$ cat src/rtl/instruction_fetcher.sv
// Instruction fetch unit: serves the decoder from a direct-mapped flop cache and
// falls back to a single-outstanding program-memory read on a miss.
module instruction_fetcher #(
  parameter int unsigned PROGRAM_MEM_ADDR_BITS = 8,
  parameter int unsigned PROGRAM_MEM_DATA_BITS = 16,
  parameter int unsigned CACHE_LINES           = 8
) (
  input  logic                             clk,
  input  logic                             reset,
  input  logic [2:0]                       core_state,
  input  logic [PROGRAM_MEM_ADDR_BITS-1:0] current_pc,
  input  logic                             cache_flush,
  output logic                             mem_read_valid,
  output logic [PROGRAM_MEM_ADDR_BITS-1:0] mem_read_address,
  input  logic                             mem_read_ready,
  input  logic [PROGRAM_MEM_DATA_BITS-1:0] mem_read_data,
  output logic [2:0]                       fetcher_state,
  output logic [PROGRAM_MEM_DATA_BITS-1:0] instruction
);

  localparam int unsigned IdxBits = $clog2(CACHE_LINES);
  // A fully-indexed cache has no tag; keep a 1-bit tag that is always zero.
  localparam int unsigned TagBits =
      (PROGRAM_MEM_ADDR_BITS > IdxBits) ? (PROGRAM_MEM_ADDR_BITS - IdxBits) : 1;

  localparam logic [2:0] CoreFetch  = 3'b001;
  localparam logic [2:0] CoreDecode = 3'b010;

  typedef enum logic [2:0] {
    StIdle     = 3'b000,
    StFetching = 3'b001,
    StFetched  = 3'b010
  } state_e;

  state_e                           state_q;
  logic [CACHE_LINES-1:0]           line_valid_q;
  logic [TagBits-1:0]               line_tag_q  [CACHE_LINES];
  logic [PROGRAM_MEM_DATA_BITS-1:0] line_data_q [CACHE_LINES];

  logic [IdxBits-1:0] lookup_idx;
  logic [TagBits-1:0] lookup_tag;
  logic [IdxBits-1:0] fill_idx;
  logic [TagBits-1:0] fill_tag;
  logic               lookup_hit;
  logic               fill_en;

  always_comb begin
    lookup_idx = current_pc[IdxBits-1:0];
    lookup_tag = TagBits'(current_pc >> IdxBits);
    // Fills use the latched request address; current_pc may move while waiting.
    fill_idx   = mem_read_address[IdxBits-1:0];
    fill_tag   = TagBits'(mem_read_address >> IdxBits);
    lookup_hit = line_valid_q[lookup_idx] && (line_tag_q[lookup_idx] == lookup_tag);
    fill_en    = (state_q == StFetching) && mem_read_ready;
  end

  assign fetcher_state = state_q;

  always_ff @(posedge clk or negedge reset) begin
    if (!reset) begin
      state_q          <= StIdle;
      mem_read_valid   <= 1'b0;
      mem_read_address <= '0;
      instruction      <= '0;
    end else begin
      case (state_q)
        StIdle: begin
          if (core_state == CoreFetch) begin
            if (lookup_hit) begin
              instruction <= line_data_q[lookup_idx];
              state_q     <= StFetched;
            end else begin
              mem_read_valid   <= 1'b1;
              mem_read_address <= current_pc;
              state_q          <= StFetching;
            end
          end
        end
        StFetching: begin
          if (mem_read_ready) begin
            instruction    <= mem_read_data;
            mem_read_valid <= 1'b0;
            state_q        <= StFetched;
          end
        end
        StFetched: begin
          if (core_state == CoreDecode) begin
            state_q <= StIdle;
          end
        end
        default: begin
          state_q        <= StIdle;
          mem_read_valid <= 1'b0;
        end
      endcase
    end
  end

  // Flush wins over a coincident fill so a reloaded program never sees a stale line.
  always_ff @(posedge clk or negedge reset) begin
    if (!reset) begin
      line_valid_q <= '0;
    end else if (cache_flush) begin
      line_valid_q <= '0;
    end else if (fill_en) begin
      line_valid_q[fill_idx] <= 1'b1;
    end
  end

  always_ff @(posedge clk) begin
    if (fill_en) begin
      line_tag_q[fill_idx]  <= fill_tag;
      line_data_q[fill_idx] <= mem_read_data;
    end
  end

endmodule

$ cat config.mk
export PLATFORM = sky130hd
export DESIGN_NAME = instruction_fetcher
export DESIGN_NICKNAME = d
export VERILOG_FILES = /design/src/rtl/instruction_fetcher.sv
export SDC_FILE = /design/constraint.sdc
export NUM_CORES = 1
export LEC_CHECK = 0
export BUFFER_PORTS_ARGS = -buffer_cell sky130_fd_sc_hd__buf_2
export CORE_ASPECT_RATIO = 1.4
export CORE_MARGIN = 3
export CORE_UTILIZATION = 64
export CTS_CLUSTER_DIAMETER = 80
export DETAILED_ROUTE_END_ITERATION = 8
export PLACE_DENSITY = 0.84
export SKIP_LAST_GASP = 1
export SLEW_MARGIN = 20
export SYNTH_ARGS = -nofsm -noshare
export SYNTH_HDL_FRONTEND = slang
export SYNTH_SLANG_ARGS = --single-unit
export TNS_END_PERCENT = 20
$ cat constraint.sdc
create_clock -name clk -period 5.4 [get_ports clk]
set_input_delay 0.54 -clock clk [delete_from_list [all_inputs] [get_ports clk]]
set_output_delay 0.54 -clock clk [all_outputs]
set_load 0.05 [all_outputs]
==> results.toml, run 1 <==
[setup_path]
worst-setup-path-type = "in2reg"
worstPathMaxFanout = 29
ff2ff_path_depth = 4
critPathLaunchType = "primary input"
worstReg2RegEnd = "line_tag_q[1][4]$_DFFE_PP_"
worst_setup_path_end_kind = "flop"
cp.arrival_ps = 3660
crit_required_ps = 5740
r2r_start = "fetcher_state[0]$_DFFE_PN0P_"
cpPeakStageDelay_ps = 740
cp_slowest_cell = "o41a_1"
crit_chain = "buf_2, mux4_2, mux2i_1, xnor2_1, or2_1, o41a_1, a221o_1"
crit_start = "current_pc[1]"
reg2reg_setup_slack_ps = 2190

[logic_synthesis]
synthDistinctLibCells = 35
postSynthCellCount = 419
ys_ff_latch = 203
async_flop_share = 0.172
yosys.cell_count.top_type = "edfxtp_1"
synthTopCellsByArea = "edfxtp_1 63%, mux4_2 12%, dfrtp_1 11%"
synth_top_cell_by_area = "edfxtp_1"
synthFlopType = "edfxtp_1"
ys_seq_area_frac = 0.734
ys_warn_count = 0
synth_common_cells = "168 x edfxtp_1, 44 x mux4_2, 35 x dfrtp_1, 22 x mux2i_1, 22 x nand2_1"
synth_fp_nets = 450
synth_edf_count = 168
yosys.area.top_type_share = 0.626
syn_area_mm2 = 0.00806
avgSynthCellArea_um2 = 19.2

[sta]
fin_crit_ps = 3320
hold_viol_final = 0
fin_crit_sh = 0.615
slew_violations = 0
finalSetupTns_ps = 0
setup_viol = 0
fmax_mhz = 301
grt_setup_unrepaired = "no"
worst_pin_slew_ps = 1060
fin_skew_ps = 11.4
relSlewSlack = 0.286

[floorplan]
die_y_um = 139
initial_core_util = 0.669
rows = 47
io_pins = 59
fp.coreArea_mm2 = 0.0121
die_area_mm2 = 0.0140
die_w_um = 101

[clocking]
numCtsBuffers = 19
cts.sinks = 203
htreeDepth = 1
post-cts-setup-buffer-count = 0
ctsResizeCount = 0
cts_max_path_buffers = 3
clkLatencyLatePin_ps = 480
path_clk_slew_ps = 60
cts_tree = "yes"
root_buffer = "clkbuf_16"
hold_buffers = 0

[routing]
drt_iter0_markers = 277
wl_per_cell_um = 25.2
vias_per_cell = 6.63
drtPass1Iterations = 5
drc = 0
ant_nets = 0
routed_wl_mm = 16.2
vias = 4267

[global_routing]
antenna_found_initial = 0
grt_start_max_net_pins = 36
overflow = 0
grt.total_usage = 0.242
grt_pass1_vias = 4535
grt_pass1_wl_mm = 25.5

[finish]
regArea_mm2 = 0.00592
layout-drive-gt1-share = 0.304
nets = 516
area_delta_synth_final_pct = 12.8
multi_input_area_mm2 = 0.00205
num-fill-cells = 661
antenna_cells = 0

[hold_path]
hold_class = "in2async"

[place]
gp_congestion = 0.751
dp_hpwl_mm = 9.94
portBuffers = 57

[power_and_ir_drop]
total_power_w = 0.00402
p_per_area_mw_per_mm2 = 442
ir_drop_v = 0.000330
p_leak_nw = 3.30

[status]
status = "completed"

[run]
cap_violations = 0
==> per-layer routing <==
layer	up-vias	GRT usage	routed length (µm)
li1	1822	-	-
met1	2194	0.334	6040
met2	215	0.397	8450
met3	36	0.0453	1420
met4	0	0.0710	335
met5	-	0	0
==> where the power goes <==
part           total [W]  switching [W]  leakage [nW]  internal [W]
combinational   0.000803       0.000579          1.06      0.000225
sequential       0.00201       0.000134          1.95       0.00188
clock            0.00121       0.000533         0.280      0.000672
total            0.00402        0.00125          3.30       0.00277
==> cells by family (layout without fill, tap and decap cells) <==
family | after synthesis | in the layout | share of synthesized area
DFF | 203 | 203 | 0.734
muxes | 74 | 74 | 0.161
and+or+nand+nor | 69 | 69 | 0.0419
AOI/OAI and AO/OA | 42 | 42 | 0.0400
buffers and inverters | 25 | 103 | 0.0163
xor gates and xnor gates | 5 | 5 | 0.00543
other | 1 | 1 | 0.000465
==> how the worst max path moves through the flow <==
stage                                  endpoint  cells after the start
global route         instruction[6]$_DFFE_PN0P_                      7
global placement    instruction[13]$_DFFE_PN0P_                      7
floorplan           line_data_q[0][0]$_DFFE_PP_                      3
finish               instruction[0]$_DFFE_PN0P_                      7
CTS                  instruction[0]$_DFFE_PN0P_                      7
detailed placement   instruction[4]$_DFFE_PN0P_                      7
==> cell usage in the layout (no fill, tap or decap), drive strengths merged, types with 3 or more instances in the layout <==
cell    netlist  final
nand2        22     22
o21ai        18     18
clkbuf        9     24
dfrtp        35     35
a221o        16     16
nor2         15     15
mux2          8      8
o21ba         3      3
xor2          3      3
and3         17     17
edfxtp      168    168
buf          15     69
nor3          5      5
clkinv        0      9
mux2i        22     22
mux4         44     44
==> sequential cells by signal, indices dropped and copies added, names as in the netlist <==
| name | count |
|---|---|
| instruction | 16 |
| line_valid_q | 8 |
| line_data_q | 128 |
| line_tag_q | 40 |
| mem_read_address | 8 |
| fetcher_state | 2 |
| mem_read_valid | 1 |
==> critical path, delay by kind of cell <==
family	cells	cell delay, ps
multiplexers	2	790
buffers and inverters	1	720
AND/OR/NAND/NOR	1	280
XOR/XNOR	1	100
AO/OA/AOI/OAI	2	1230
==> final cells by class <==
class | count | share of cell area
flip-flops and latches | 203 | 0.651
clock buffers | 24 | 0.0565
multi-input cells | 191 | 0.226
well taps | 147 | 0.0202
inverters | 1 | 0.000413
clock inverters | 9 | 0.00454
repair buffers | 69 | 0.0413
==> per-stage QoR <==
| stage | std cells | setup slack [ps] | instance area [µm²] | utilization | hold slack [ps] |
|---|---|---|---|---|---|
| 6_report | 644 | 2080 | 9090 | 0.754 | 178 |
| 5_1_grt | 644 | 1940 | 9090 | 0.754 | 215 |
| 4_1_cts | 644 | 2090 | 9090 | 0.754 | 193 |
| 3_5_place_dp | 611 | 1630 | 8540 | 0.708 | 487 |
| 3_3_place_gp | 611 | 1700 | 8540 | 0.708 | 475 |
| 2_1_floorplan | 419 | 1670 | 8060 | - | 244 |
Note: power is estimated with default switching activity, not from simulation.
==> run 2, diff against run 1 <==
ABC_AREA = 1   (was not set)
CORE_UTILIZATION = 60   (was 64)
PLACE_DENSITY = 0.79   (was 0.84)
clock period = 3.1 ns   (was 5.4 ns; I/O delays follow)
==> run 2 against run 1 <==
Via count is 37% higher. Register-to-register slack worse by 1500 ps. Sequential share of layout area decreased by 2.5 points. Synthesized cell count rose by 76%. Non-clock buffer count rose by 7. Sequential cell count is the same. Critical path depth unchanged. Clock skew down 1.2 ps.
==> results.toml, run 2 <==
[sta]
fin_skew_ps = 10.2
worst_pin_slew_ps = 827
setup_viol = 0
fin_crit_ps = 2370
hold_viol_final = 0
relSlewSlack = 0.448
finalSetupTns_ps = 0
fin_crit_sh = 0.763
slew_violations = 0
grt_setup_unrepaired = "no"
fin_ws_ps = 734
fmax_mhz = 423

[logic_synthesis]
synth_common_cells = "168 x edfxtp_1, 154 x nand2_1, 101 x nor2_1, 65 x o21ai_0, 53 x inv_1"
ys_warn_count = 0
yosys.area.top_type_share = 0.601
synthFlopType = "edfxtp_1"
synth_edf_count = 168
synthTopCellsByArea = "edfxtp_1 60%, dfrtp_1 10%, nand2_1 6.9%"
synth_top_cell_by_area = "edfxtp_1"
async_flop_share = 0.172
avgSynthCellArea_um2 = 11.4
ys_seq_area_frac = 0.706
ys_ff_latch = 203
postSynthCellCount = 739
synth_fp_nets = 770
syn_area_mm2 = 0.00839
synthDistinctLibCells = 25
yosys.cell_count.top_type = "edfxtp_1"

[global_routing]
grt_pass1_vias = 5860
antenna_found_initial = 0
grt_pass1_wl_mm = 31.1
grt_start_max_net_pins = 64
overflow = 0
grt.total_usage = 0.260

[power_and_ir_drop]
p_per_area_mw_per_mm2 = 810
ir_drop_v = 0.000569
seqPwrFrac = 0.467
p_leak_nw = 3.74
p_int_w = 0.00502
netSwitchingFraction = 0.345
switchingPower_w = 0.00264
p_comb_frac = 0.245
power.share.clock = 0.288

[place]
portBuffers = 57
pre_cts_ws_ps = 486
place_inst = 953
place_area_mm2 = 0.00885
dp_hpwl_mm = 11.2
gp_congestion = 0.836

[status]
status = "completed"

[setup_path]
worst-setup-path-type = "reg2reg"
worstPathMaxFanout = 14
critPathLaunchType = "flop"
cp.arrival_ps = 2540
worst_setup_path_end_kind = "flop"
crit_required_ps = 3280

[finish]
finalInstanceArea_mm2 = 0.00946
top_regs = "line_data_q: 128 flops, line_tag_q: 40 flops, instruction: 16 flops"
final_util = 0.700
nets = 824
num-fill-cells = 949
area_delta_synth_final_pct = 12.8
layout-drive-gt1-share = 0.150
final_common_cell = "edfxtp_1"
regMostFlops = "line_data_q"
antenna_cells = 0
largest_register_ffs = 128
final_cell_mix = "168 x edfxtp_1, 154 x nand2_1, 92 x nor2_1, 65 x o21ai_0, 57 x buf_2"
instances_no_fill = 987

[routing]
vias_per_cell = 5.94
drtPass1Iterations = 7
drt_iter0_markers = 629
ant_nets = 0
wl_per_cell_um = 19.8
vias = 5866
routed_wl_mm = 19.5
drc = 0

[floorplan]
initial_core_util = 0.621
die_y_um = 146
fp.coreArea_mm2 = 0.0135
die_w_um = 106
die_area_mm2 = 0.0155
io_pins = 59
rows = 50

[run]
cap_violations = 0

[clocking]
clkLatencyLatePin_ps = 470
post-cts-setup-buffer-count = 0
path_clk_slew_ps = 70
cts.sinks = 203
htreeDepth = 1
numCtsBuffers = 19
cts_max_path_buffers = 3
root_buffer = "clkbuf_16"
cts_tree = "yes"

[hold_path]
hold_class = "in2reg"
-- run 2: routing by layer --
metal,part of all wire,global-route usage
met1,0.37,0.342
met2,0.49,0.432
met3,0.098,0.0426
met4,0.037,0.107
met5,0,0
-- run 2: power by group through the flow --
| stage | registers (W) | clock network (W) | logic, W |
|---|---|---|---|
| detailed placement | 0.00363 | 0 | 0.00185 |
| finish | 0.00358 | 0.00221 | 0.00187 |
| global placement | 0.00361 | 0 | 0.00180 |
| global route | 0.00361 | 0.00237 | 0.00201 |
| floorplan | 0.00412 | 0 | 0.000764 |
| CTS | 0.00357 | 0.00224 | 0.00187 |
-- run 2: worst paths after layout --
path,cells past startpoint,startpoint,slack [ps],to
worst max-delay path,7,fetcher_state[0]$_DFFE_PN0P_,730,line_data_q[6][8]$_DFFE_PP_
worst min-delay path,2,cache_flush,110,line_valid_q[1]$_DFFE_PN0P_
worst max register to register,7,fetcher_state[0]$_DFFE_PN0P_,730,line_data_q[6][8]$_DFFE_PP_
worst min register to register,2,instruction[2]$_DFFE_PN0P_,490,instruction[2]$_DFFE_PN0P_
max in group asynchronous,2,reset,2100,instruction[12]$_DFFE_PN0P_
min in group asynchronous,2,reset,470,line_valid_q[2]$_DFFE_PN0P_
-- run 2: cell type report --
cell class	count	area, µm²	share of cell area
well taps	182	228	0.0241
clock buffers	21	504	0.0533
multi-input cells	439	2060	0.218
repair buffers	76	443	0.0468
inverters	54	205	0.0217
clock inverters	12	97.6	0.0103
flip-flops and latches	203	5920	0.626
-- run 2: what timing repair did --
action | CTS | global route
hold buffers | 1 | 0
hold endpoints to repair | 35 | 0
gates resized for setup | 0 | 0
-- run 2: kinds of logic (layout without fill, tap and decap cells) --
kind of cell,count (synthesis),after routing,synth area share
compound gates,116,116,0.0841
buf+inv,97,163,0.0509
flops,203,203,0.706
other cells,1,1,0.000447
simple gates,322,322,0.159
-- run 2: worst max-delay path, stage by stage, from the launching register on --
cell	delay [ps]
dfrtp_1	380
inv_1	230
nor2_2	220
nand2_1	110
nor2_1	110
inv_1	120
nor2_2	650
buf_12	250
-- run 2: per-stage QoR --
step	hold WS [ps]	total power [W]
floorplan	14.4	0.00488
global placement	436	0.00541
detailed placement	438	0.00547
CTS	94.7	0.00768
global route	99.1	0.00799
finish	109	0.00766
